==> src/rtl/if_fetch_queue.sv <==
`default_nettype none
// +------------------------------------------------------------------------+
// | if_fetch_queue: PC owner, pipelined imem requester and IF/ID FIFO      |
// | Rev 1.0 - initial release                                              |
// +------------------------------------------------------------------------+
module if_fetch_queue #(
  parameter int              XLEN     = 32,
  parameter int              DEPTH    = 4,
  parameter logic [XLEN-1:0] RESET_PC = '0
) (
  input  logic            clk,
  input  logic            rst,
  input  logic            fetch_en_i,
  output logic            imem_req_valid_o,
  input  logic            imem_req_ready_i,
  output logic [XLEN-1:0] imem_addr_o,
  input  logic            imem_resp_valid_i,
  input  logic [XLEN-1:0] imem_resp_data_i,
  input  logic            redirect_i,
  input  logic [XLEN-1:0] redirect_pc_i,
  output logic            id_valid_o,
  input  logic            id_ready_i,
  output logic [XLEN-1:0] pc_if_id_o,
  output logic [XLEN-1:0] pc_plus_4_if_id_o,
  output logic [XLEN-1:0] instruction_if_id_o
);

  localparam int AW = $clog2(DEPTH);
  localparam int CW = AW + 1;
  localparam logic [CW:0]     DEPTH_C = (CW+1)'(DEPTH);
  localparam logic [XLEN-1:0] FOUR    = XLEN'(4);

  logic [XLEN-1:0] pc;
  logic [XLEN-1:0] resp_pc;
  logic [CW-1:0]   inflight;
  logic [CW-1:0]   drop;
  logic [CW-1:0]   wr_ptr;
  logic [CW-1:0]   rd_ptr;

  logic [XLEN-1:0] pc_mem   [DEPTH];
  logic [XLEN-1:0] inst_mem [DEPTH];

  logic [CW-1:0]   count;
  logic [CW-1:0]   live;
  logic [CW:0]     credit_sum;
  logic            empty;
  logic            req_fire;
  logic            resp_take;
  logic            discard;
  logic            push;
  logic            pop;
  logic [CW-1:0]   inflight_redir;
  logic [XLEN-1:0] redirect_aligned;
  logic [XLEN-1:0] head_pc;

  assign count      = wr_ptr - rd_ptr;
  assign live       = inflight - drop;
  assign credit_sum = {1'b0, count} + {1'b0, live};
  assign empty      = (wr_ptr == rd_ptr);

  // Credit covers both buffered entries and live requests, so a push never finds the FIFO full.
  assign imem_req_valid_o = fetch_en_i & ~redirect_i & (credit_sum < DEPTH_C);
  assign imem_addr_o      = pc;
  assign req_fire         = imem_req_valid_o & imem_req_ready_i;

  // A response with nothing outstanding is ignored entirely.
  assign resp_take = imem_resp_valid_i & (|inflight);
  assign discard   = resp_take & (|drop);
  assign push      = resp_take & ~(|drop) & ~redirect_i;
  assign pop       = id_valid_o & id_ready_i & ~redirect_i;

  assign inflight_redir   = inflight - CW'(resp_take);
  assign redirect_aligned = {redirect_pc_i[XLEN-1:2], 2'b00};

  assign id_valid_o          = ~empty;
  assign head_pc             = pc_mem[rd_ptr[AW-1:0]];
  assign pc_if_id_o          = empty ? '0 : head_pc;
  assign pc_plus_4_if_id_o   = empty ? '0 : head_pc + FOUR;
  assign instruction_if_id_o = empty ? '0 : inst_mem[rd_ptr[AW-1:0]];

  always_ff @(posedge clk) begin
    if (rst) begin
      pc       <= RESET_PC;
      resp_pc  <= RESET_PC;
      inflight <= '0;
      drop     <= '0;
      wr_ptr   <= '0;
      rd_ptr   <= '0;
    end else if (redirect_i) begin
      // Everything still outstanding after this cycle's response belongs to the old path.
      pc       <= redirect_aligned;
      resp_pc  <= redirect_aligned;
      inflight <= inflight_redir;
      drop     <= inflight_redir;
      rd_ptr   <= wr_ptr;
    end else begin
      if (req_fire) pc <= pc + FOUR;
      if (push) begin
        wr_ptr  <= wr_ptr + CW'(1);
        resp_pc <= resp_pc + FOUR;
      end
      if (pop) rd_ptr <= rd_ptr + CW'(1);
      if (discard) drop <= drop - CW'(1);
      inflight <= inflight + CW'(req_fire) - CW'(resp_take);
    end
  end

  // Storage needs no reset: occupancy is tracked by the pointers alone.
  always_ff @(posedge clk) begin
    if (push && !rst) begin
      pc_mem[wr_ptr[AW-1:0]]   <= resp_pc;
      inst_mem[wr_ptr[AW-1:0]] <= imem_resp_data_i;
    end
  end

endmodule
`default_nettype wire

==> config.mk <==
export PLATFORM = sky130hd
export DESIGN_NAME = if_fetch_queue
export DESIGN_NICKNAME = d
export VERILOG_FILES = /design/src/rtl/if_fetch_queue.sv
export SDC_FILE = /design/constraint.sdc
export NUM_CORES = 1
export LEC_CHECK = 0
export CAP_MARGIN = 5
export CORE_ASPECT_RATIO = 1.75
export CORE_MARGIN = 8
export CORE_UTILIZATION = 50
export DETAILED_ROUTE_END_ITERATION = 10
export GPL_ROUTABILITY_DRIVEN = 0
export PLACE_DENSITY = 0.76
export RECOVER_POWER = 50
export SLEW_MARGIN = 20
export SYNTH_ARGS = -nofsm -noshare
export SYNTH_HDL_FRONTEND = slang
export SYNTH_SLANG_ARGS = --single-unit
==> constraint.sdc <==
create_clock -name clk -period 7.1 [get_ports clk]
set_input_delay 1.42 -clock clk [delete_from_list [all_inputs] [get_ports clk]]
set_output_delay 1.42 -clock clk [all_outputs]
set_load 0.005 [all_outputs]
==> results.tsv <==
metric	value	unit
CP peak stage delay	0.93	ns
hold-fix buffers at CTS	0	
Fmax	174	MHz
crit path time final	5.75	ns
Rel. slew slack	-48.1	%
H-tree levels	1	
Hold Path Origin	wr_ptr[2]	
max capacitance violation total	2	
clock slew at reported path FFs	0.07	ns
vias in the first global route	9672	
post-route ant nets	0	
cells along the critical path	mux4_2, ha_1, nand3_1, or4_1, or4_1, a21oi_1, clkdlybuf4s50_1	
Max Transition Viols Final	91	
CTS max path bufs	3	
Synth cell types	59	
Power Density	261	mW/mm^2
cell accounting for the most synthesized area	edfxtp_1	
TNS Setup	0	ns
post-synth top area share	51.2	%
clk_skew	0.0121	ns
Synth-to-Final Area Change	21.6	%
Critical R2R Launch	inflight[0]	
I/O Buffers	192	
top cells by area, synth	edfxtp_1, dfxtp_1, mux4_2	
number of synthesized flops with an enable pin	248	
R2R Setup Slk	1.57	ns
Core Rows	82	
final setup fails	0	
largest net degree at the start of global routing	67	
WHS Endpoint	rd_ptr[2]	
CP max-delay cell	dfxtp_4	
vias post-DR	9631	
Die Width	145	microns
initial antenna violation count	1	
R2R depth	20	
Critical R2R Capture	inflight[2]	
post-synthesis sequential element count	322	
starting density of the core	50.8	%
GRT Total Usage	19.3	%
DR WL/cell	20.5	microns
CTS Sinks	322	
Seq/Total Area, Yosys	61.4	%
Worst-Margin Slew	2.22	ns
Hold Vio Cnt, Final	0	
post-CTS resize count	0	
violated checks	max-capacitance violations, max-slew violations	
DR iter-0 viols	524	
Setup Buffers After CTS	0	
type of the worst setup path	reg -> out	
worst endpoint required time	5.68	ns
Post-Syn Area per Cell	13.5	sq um
WL final	33.8	mm
Leakage Power	5.81	nW
Mapped Area	0.0145	sq mm
layout cells sized above 1	11.0	%
Post-synth top flop	edfxtp_1	
Nets	1346	
Min-Delay Path Depth	2	
later-pin clock latency in the skew report	0.54	ns
Startpoint Class	flop	
Die Ht	242	microns
die area	0.0350	sq mm
final design utilization	61.7	%
Worst Hold Class	reg -> reg	
Max FO, Critical Path	45	
CP bufs+invs	1	
Via density	5.82	
CTS tree	yes	
Filler Cell Count	2146	
most frequent CP cell	or4_1	
hpwl dp	23.0	mm
async set-reset flop share out of synthesis	0	%
Inserted Clock Buffers	27	
DR DRC count	0	
CP top delay family	simple AND/OR/NAND/NOR gates	
RSZ-0062 raised after global routing	false	
drt pass-1 iters	4	
Core ar.	0.0286	sq mm
first-pass GRT wire length	53.1	mm
Synth Warn #	0	
post-synthesis cell count	1074	
IO Count	201	
total gr overflow	0	
CP arrival	4.33	ns
Worst VDD drop	174	uV
status	complete, but fails checks	
crit path capture type	output pin	
period utilization	81.0	%
root buf cell	clkbuf_16	
==> worst min-delay path: cells and delay by family (launching register included) <==
kind,cells,cell delay [ns]
compound gates,1,0.05
flops,1,0.34
simple gates,1,0.06
==> through the flow <==
step | hold slack (ns) | cells | worst slack [ns] | area, sq um | power [W]
floorplan | 0.460 | 1079 | 3.00 | 14600 | 0.00271
global placement | 0.477 | 1602 | 1.86 | 16800 | 0.00316
detailed placement | 0.485 | 1602 | 1.86 | 16800 | 0.00318
CTS | 0.495 | 1652 | 1.26 | 17700 | 0.00466
global route | 0.524 | 1653 | 1.01 | 17700 | 0.00480
finish | 0.491 | 1654 | 1.35 | 17700 | 0.00461
==> logic make-up after synthesis <==
| family | share of synthesized area (%) |
|---|---|
| other | 0.0258 |
| AO/OA/AOI/OAI | 6.86 |
| AND/OR/NAND/NOR | 13.2 |
| XOR/XNOR | 2.77 |
| multiplexers | 10.7 |
| flip-flops | 61.4 |
| adder cells (fa/ha/maj) | 2.05 |
| buffers and inverters | 2.94 |
==> state kept, by name (all words and copies together) (netlist names), named ones only <==
signal,flops
rd_ptr,3
imem_addr_o,30
inflight,3
drop,3
inst_mem,128
pc_mem,120
wr_ptr,3
resp_pc,30
==> how the worst max path moves through the flow <==
stage                           start               endpoint  slack (ns)  cells past startpoint
floorplan           imem_resp_valid_i         inst_mem[2][0]        3.00                      4
global placement                 flop  pc_plus_4_if_id_o[30]        1.86                      7
detailed placement               flop  pc_plus_4_if_id_o[30]        1.86                      7
CTS                              flop  pc_plus_4_if_id_o[30]        1.26                      7
global route                     flop  pc_plus_4_if_id_o[30]        1.01                      7
finish                           flop  pc_plus_4_if_id_o[30]        1.35                      7
==> cell usage in the layout, fill, tap and decap left out, types with 11 or more instances in the layout <==
cell | netlist | final
ha_1 | 19 | 19
mux4_2 | 57 | 57
nand2_1 | 65 | 65
inv_1 | 31 | 31
and3_1 | 11 | 11
nor3_1 | 18 | 18
nand4_1 | 27 | 27
nand3_1 | 26 | 26
mux2_2 | 11 | 11
edfxtp_1 | 248 | 248
clkdlybuf4s50_1 | 0 | 126
xnor2_1 | 32 | 32
o21ai_0 | 34 | 34
or3_1 | 15 | 15
and2_1 | 71 | 67
clkbuf_1 | 44 | 11
a21oi_1 | 39 | 39
dlygate4sd3_1 | 0 | 65
and4_1 | 11 | 11
buf_4 | 8 | 15
xor2_1 | 14 | 14
nor2_1 | 59 | 58
clkbuf_16 | 0 | 28
dfxtp_1 | 74 | 72
a31oi_1 | 29 | 29
a211oi_1 | 15 | 15
nor4_1 | 21 | 21
==> power by group <==
part	internal (W)	switching [W]	total, W
Sequential	0.00210	0.0000869	0.00219
Combinational	0.000491	0.000442	0.000933
Clock	0.000836	0.000650	0.00149
Total	0.00343	0.00118	0.00461
==> cell type report <==
cell class	instances	area [sq um]	area share, %
sequential	322	8930	50.5
multi-input combinational	660	5210	29.5
clock inverter	11	124	0.701
timing repair buffer	210	2040	11.5
inverter	32	120	0.680
antenna	2	5.00	0.0283
clock buffer	39	772	4.37
tap	378	473	2.68
==> synthesized netlist by cell type, types with 10 or more instances <==
library cell,n
and4_1,11
edfxtp_1,248
a21oi_1,39
o21ai_0,34
and3_1,11
nor2_1,59
nand3_1,26
nor3_1,18
dfxtp_1,74
a31oi_1,29
nor4_1,21
a211oi_1,15
mux2_2,11
xnor2_1,32
and2_1,71
or3_1,15
or4_1,10
nand4_1,27
ha_1,19
clkbuf_1,44
inv_1,31
xor2_1,14
nand2_1,65
mux4_2,57
==> per-layer routing <==
layer	GRT usage, %	vias up	routed length, microns
li1	-	4486	-
met1	22.5	4728	12500
met2	35.2	361	18000
met3	2.55	56	2340
met4	6.67	0	982
met5	0	-	0
(Power assumes the default switching activity.)
==> RTL edit 1, RTL diff (same settings) <==
`XLEN`: 32 -> 16.
--- a/src/rtl/if_fetch_queue.sv
+++ b/src/rtl/if_fetch_queue.sv
@@ -4,7 +4,7 @@
 // | Rev 1.0 - initial release                                              |
 // +------------------------------------------------------------------------+
 module if_fetch_queue #(
-  parameter int              XLEN     = 32,
+  parameter int              XLEN     = 16,
   parameter int              DEPTH    = 4,
   parameter logic [XLEN-1:0] RESET_PC = '0
 ) (
Interface: changed (6 resized); port bits go from 201 to 105. No check against the original RTL was run, so the function may have changed too.
==> RTL edit 1 against the original RTL <==
  * The run still ends with capacitance limit, slew limit left
  * Largest power group unchanged
  * Synthesized area fell by 49%
  * Clock skew hardly changed
  * Power fell by 43%
  * Sequential cell count is 160 lower
  * Critical endpoint is now inflight[2]$_SDFF_PP0_
  * Critical path type is now primary input to register
  * Die area down 45%
  * Worst setup slack better by 0.073 ns
  * Wire length shrank 53%
  * Cell area down 48%
  * Sequential share of layout area shrank 1.8 points
==> RTL edit 1: results (changes against the original RTL) <==
| Metric | Value |
|---|---|
| Status | finished, violations left |
| Violated checks | capacitance limit, slew limit |
| Width of the die | 108 um (-25%) |
| Worst reg2reg path depth | 18 (-10%) |
| Share of layout cells above drive strength 1 | 11.3% (+0.34 points) |
| All-layer global routing usage | 17.1% (-2.3 points) |
| Max FFs per register | 64 (-50%) |
| Peak Freq | 0.176 GHz (+1.3%) |
| Via count | 4655 (-52%) |
| Reg area | 4450 um^2 (-50%) |
| Synth Area in Compound Gates | 5.30% (-1.6 points) |
| Crit path DAT | 5.99 ns (+1.66 ns) |
| Post-Synth XOR/XNOR Area | 4.85% (+2.1 points) |
| Worst-skew pair later-pin latency | 0.43 ns (-0.11 ns) |
| Multi-input combinational area share | 30.0% (+0.58 points) |
| Maximum root-to-sink buffer count | 2 (-1) |
| Comb power frac | 23.8% (+3.5 points) |
| Post-synthesis adder-cell area fraction | 4.02% (+2.0 points) |
| Logic inverters | 24 (-25%) |
| Fill count | 1096 (-49%) |
| Peak supply drop | 0.000191 V (+9.5%) |
| Rel. slew slack | -23.3% (+25 points) |
| CP max stage delay | 1.13 ns (+0.20 ns) |
| H-tree depth | 4 (+3) |
| Data buffer area share | 11.2% (-0.30 points) |
| Fin util | 62.1% (+0.31 points) |
| Slew Limit Fails | 68 (-25%) |
| Mux contribution to synthesized area | 9.75% (-0.98 points) |
| Drt total wl | 15800 um (-53%) |
| First-pass GRT wire length | 25400 um (-52%) |
| Vias in the first global route | 5061 (-48%) |
| WL met2 | 8790 um (-51%) |
| Seq/Total Area, Yosys | 60.0% (-1.4 points) |
| CP delay by family, top | buffers and inverters |
| Total Nets Final | 701 (-48%) |
| Placed insts | 804 (-50%) |
| Metal3 WL | 787 um (-66%) |
| Pin count of the biggest net entering global routing | 37 (-45%) |
| Max-capacitance violation count | 2 (unchanged) |
| IO Port Bufs | 96 (-50%) |
| Non-Clock Buffer Count | 106 (-50%) |
==> RTL edit 1: changes by cell type after synthesis, sizes merged, moves of 21 or more <==
cell	change
edfxtp	-128
and2	-37
nand2	-34
dfxtp	-32
mux4	-32
clkbuf	-31
o21ai	-26
a31oi	-23
nor2	-22
a21oi	-21
==> RTL edit 1: worst max path at each step <==
stage | from | endpoint | depth (start not counted)
2_1_floorplan | inflight[0]$_SDFF_PP0_ | inflight[2]$_SDFF_PP0_ | 20
3_3_place_gp | redirect_i | inflight[2]$_SDFF_PP0_ | 14
3_5_place_dp | redirect_i | inflight[2]$_SDFF_PP0_ | 14
4_1_cts | register | pc_plus_4_if_id_o[12] | 8
5_1_grt | redirect_i | inflight[2]$_SDFF_PP0_ | 14
6_report | redirect_i | inflight[2]$_SDFF_PP0_ | 14
==> RTL edit 2, RTL diff (same settings) <==
Made on the original files. Make the reset (`rst`) asynchronous in one clocked block.
--- a/src/rtl/if_fetch_queue.sv
+++ b/src/rtl/if_fetch_queue.sv
@@ -78,7 +78,7 @@
   assign pc_plus_4_if_id_o   = empty ? '0 : head_pc + FOUR;
   assign instruction_if_id_o = empty ? '0 : inst_mem[rd_ptr[AW-1:0]];
 
-  always_ff @(posedge clk) begin
+  always_ff @(posedge clk or posedge rst) begin
     if (rst) begin
       pc       <= RESET_PC;
       resp_pc  <= RESET_PC;
Behaviour: differs if rst is asserted again (counterexample within 4 cycles, from zero or initial values and one cycle with rst high); with rst held inactive, the same outputs for 4 cycles.
==> RTL edit 2 against the original RTL <==
  * The flow still finishes with violations (capacitance limit, slew limit)
  * First-iteration DRC count fell by 16%
  * Cell area fell by 0.28%
  * Worst setup slack improved by 0.19 ns
  * Sequential cell count fell by 2
  * Wire length fell by 4.5%
  * Count of clock-buffer cells in the layout rose by 1
  * Global-route usage fell by 0.72 points
  * Via count fell by 9.4%
  * Synthesized area fell by 0.59%
Power is not compared: it rests on default switching activity, and its combinational part moved more than twofold at a synthesized area within 25%.
==> RTL edit 2: results (changes against the original RTL) <==
| Metric | Value |
|---|---|
| Status | finished, violations left |
| Violated checks | capacitance limit, slew limit |
| Share of layout cells above drive strength 1 | 10.5% (-0.52 points) |
| Register-to-register path setup slack | 2.32 ns (+0.75 ns) |
| Vias in the first global route | 9115 (-5.8%) |
| Total Nets Final | 1257 (-6.6%) |
| Clock skew | 0.0138 ns (+0.00170 ns) |
| Min setup slack post-route | 1.54 ns (+0.188 ns) |
| Post-synthesis adder-cell area fraction | 2.06% (+0.012 points) |
| All-layer global routing usage | 18.6% (-0.72 points) |
| GR Util met3 | 2.54% (-0.010 points) |
| Fill count | 2233 (+4.1%) |
| Non-Clock Buffer Count | 206 (-1.9%) |
| #MultiIn Comb | 582 (-12%) |
| Syn Std Cell Area | 14500 um^2 (-0.59%) |
| Count of different cell masters after synthesis | 58 (-1.7%) |
| Seq/Total Area, Yosys | 64.0% (+2.6 points) |
| Post-Synth XOR/XNOR Area | 4.48% (+1.7 points) |
| Hold depth | 1 (-1) |
| Multi-input logic area | 4860 um^2 (-6.7%) |
| Metal3 WL | 1740 um (-25%) |
| Pin count of the biggest net entering global routing | 73 (+9.0%) |
| Setup crit end | pc_plus_4_if_id_o[29] |
| Hold EP | wr_ptr[2]$_DFFE_PP0P_ |
| Max-capacitance violation count | 2 (unchanged) |
| TritonRoute pass-1 iters | 5 (+1) |
| Post-DP HPWL | 22000 um (-4.4%) |
| Logic inverters | 27 (-16%) |
| Final hold slack | 0.517 ns (+0.0266 ns) |
| Placed inst area | 16700 um^2 (-0.43%) |
| Via count | 8723 (-9.4%) |
| Initial antenna violation count | 0 (-1) |
| Post-synth top cells | edfxtp_1 (248), and2_1 (76), dfrtp_1 (72) |
| CP Max Fanout | 27 (-40%) |
| Synth Area in Compound Gates | 3.96% (-2.9 points) |
| Slew Limit Fails | 95 (+4.4%) |
| DP Worst Slack | 2.04 ns (+0.178 ns) |
| Worst reg2reg path depth | 16 (-20%) |
| Clock buffers | 40 (+2.6%) |
==> RTL edit 2: worst max-delay path, stage by stage, from the launching register on <==
cell and delay [ns]:
dfrtp_2 0.79, buf_4 0.42, mux4_1 0.33, nand4_1 0.26
nor2_1 0.63, nand4_1 0.24, xor2_1 0.19, nor2_1 0.17
clkdlybuf4s50_1 0.54
==> RTL edit 2: logic make-up after synthesis <==
family                     count (synthesis)
DFF                                      320
and+or+nand+nor                          311
AOI/OAI and AO/OA                         97
buffers and inverters                     76
xor gates and xnor gates                  74
muxes                                     72
adders and majority gates                 22
other                                      1
==> RTL edit 2: power by group through the flow <==
| stage | combinational (uW) | clock [uW] | sequential, uW |
|---|---|---|---|
| 2_1_floorplan | 1530 | 0 | 2300 |
| 3_3_place_gp | 2870 | 0 | 2410 |
| 3_5_place_dp | 2910 | 0 | 2410 |
| 4_1_cts | 2930 | 1560 | 2370 |
| 5_1_grt | 3100 | 1630 | 2400 |
| 6_report | 2850 | 1530 | 2370 |
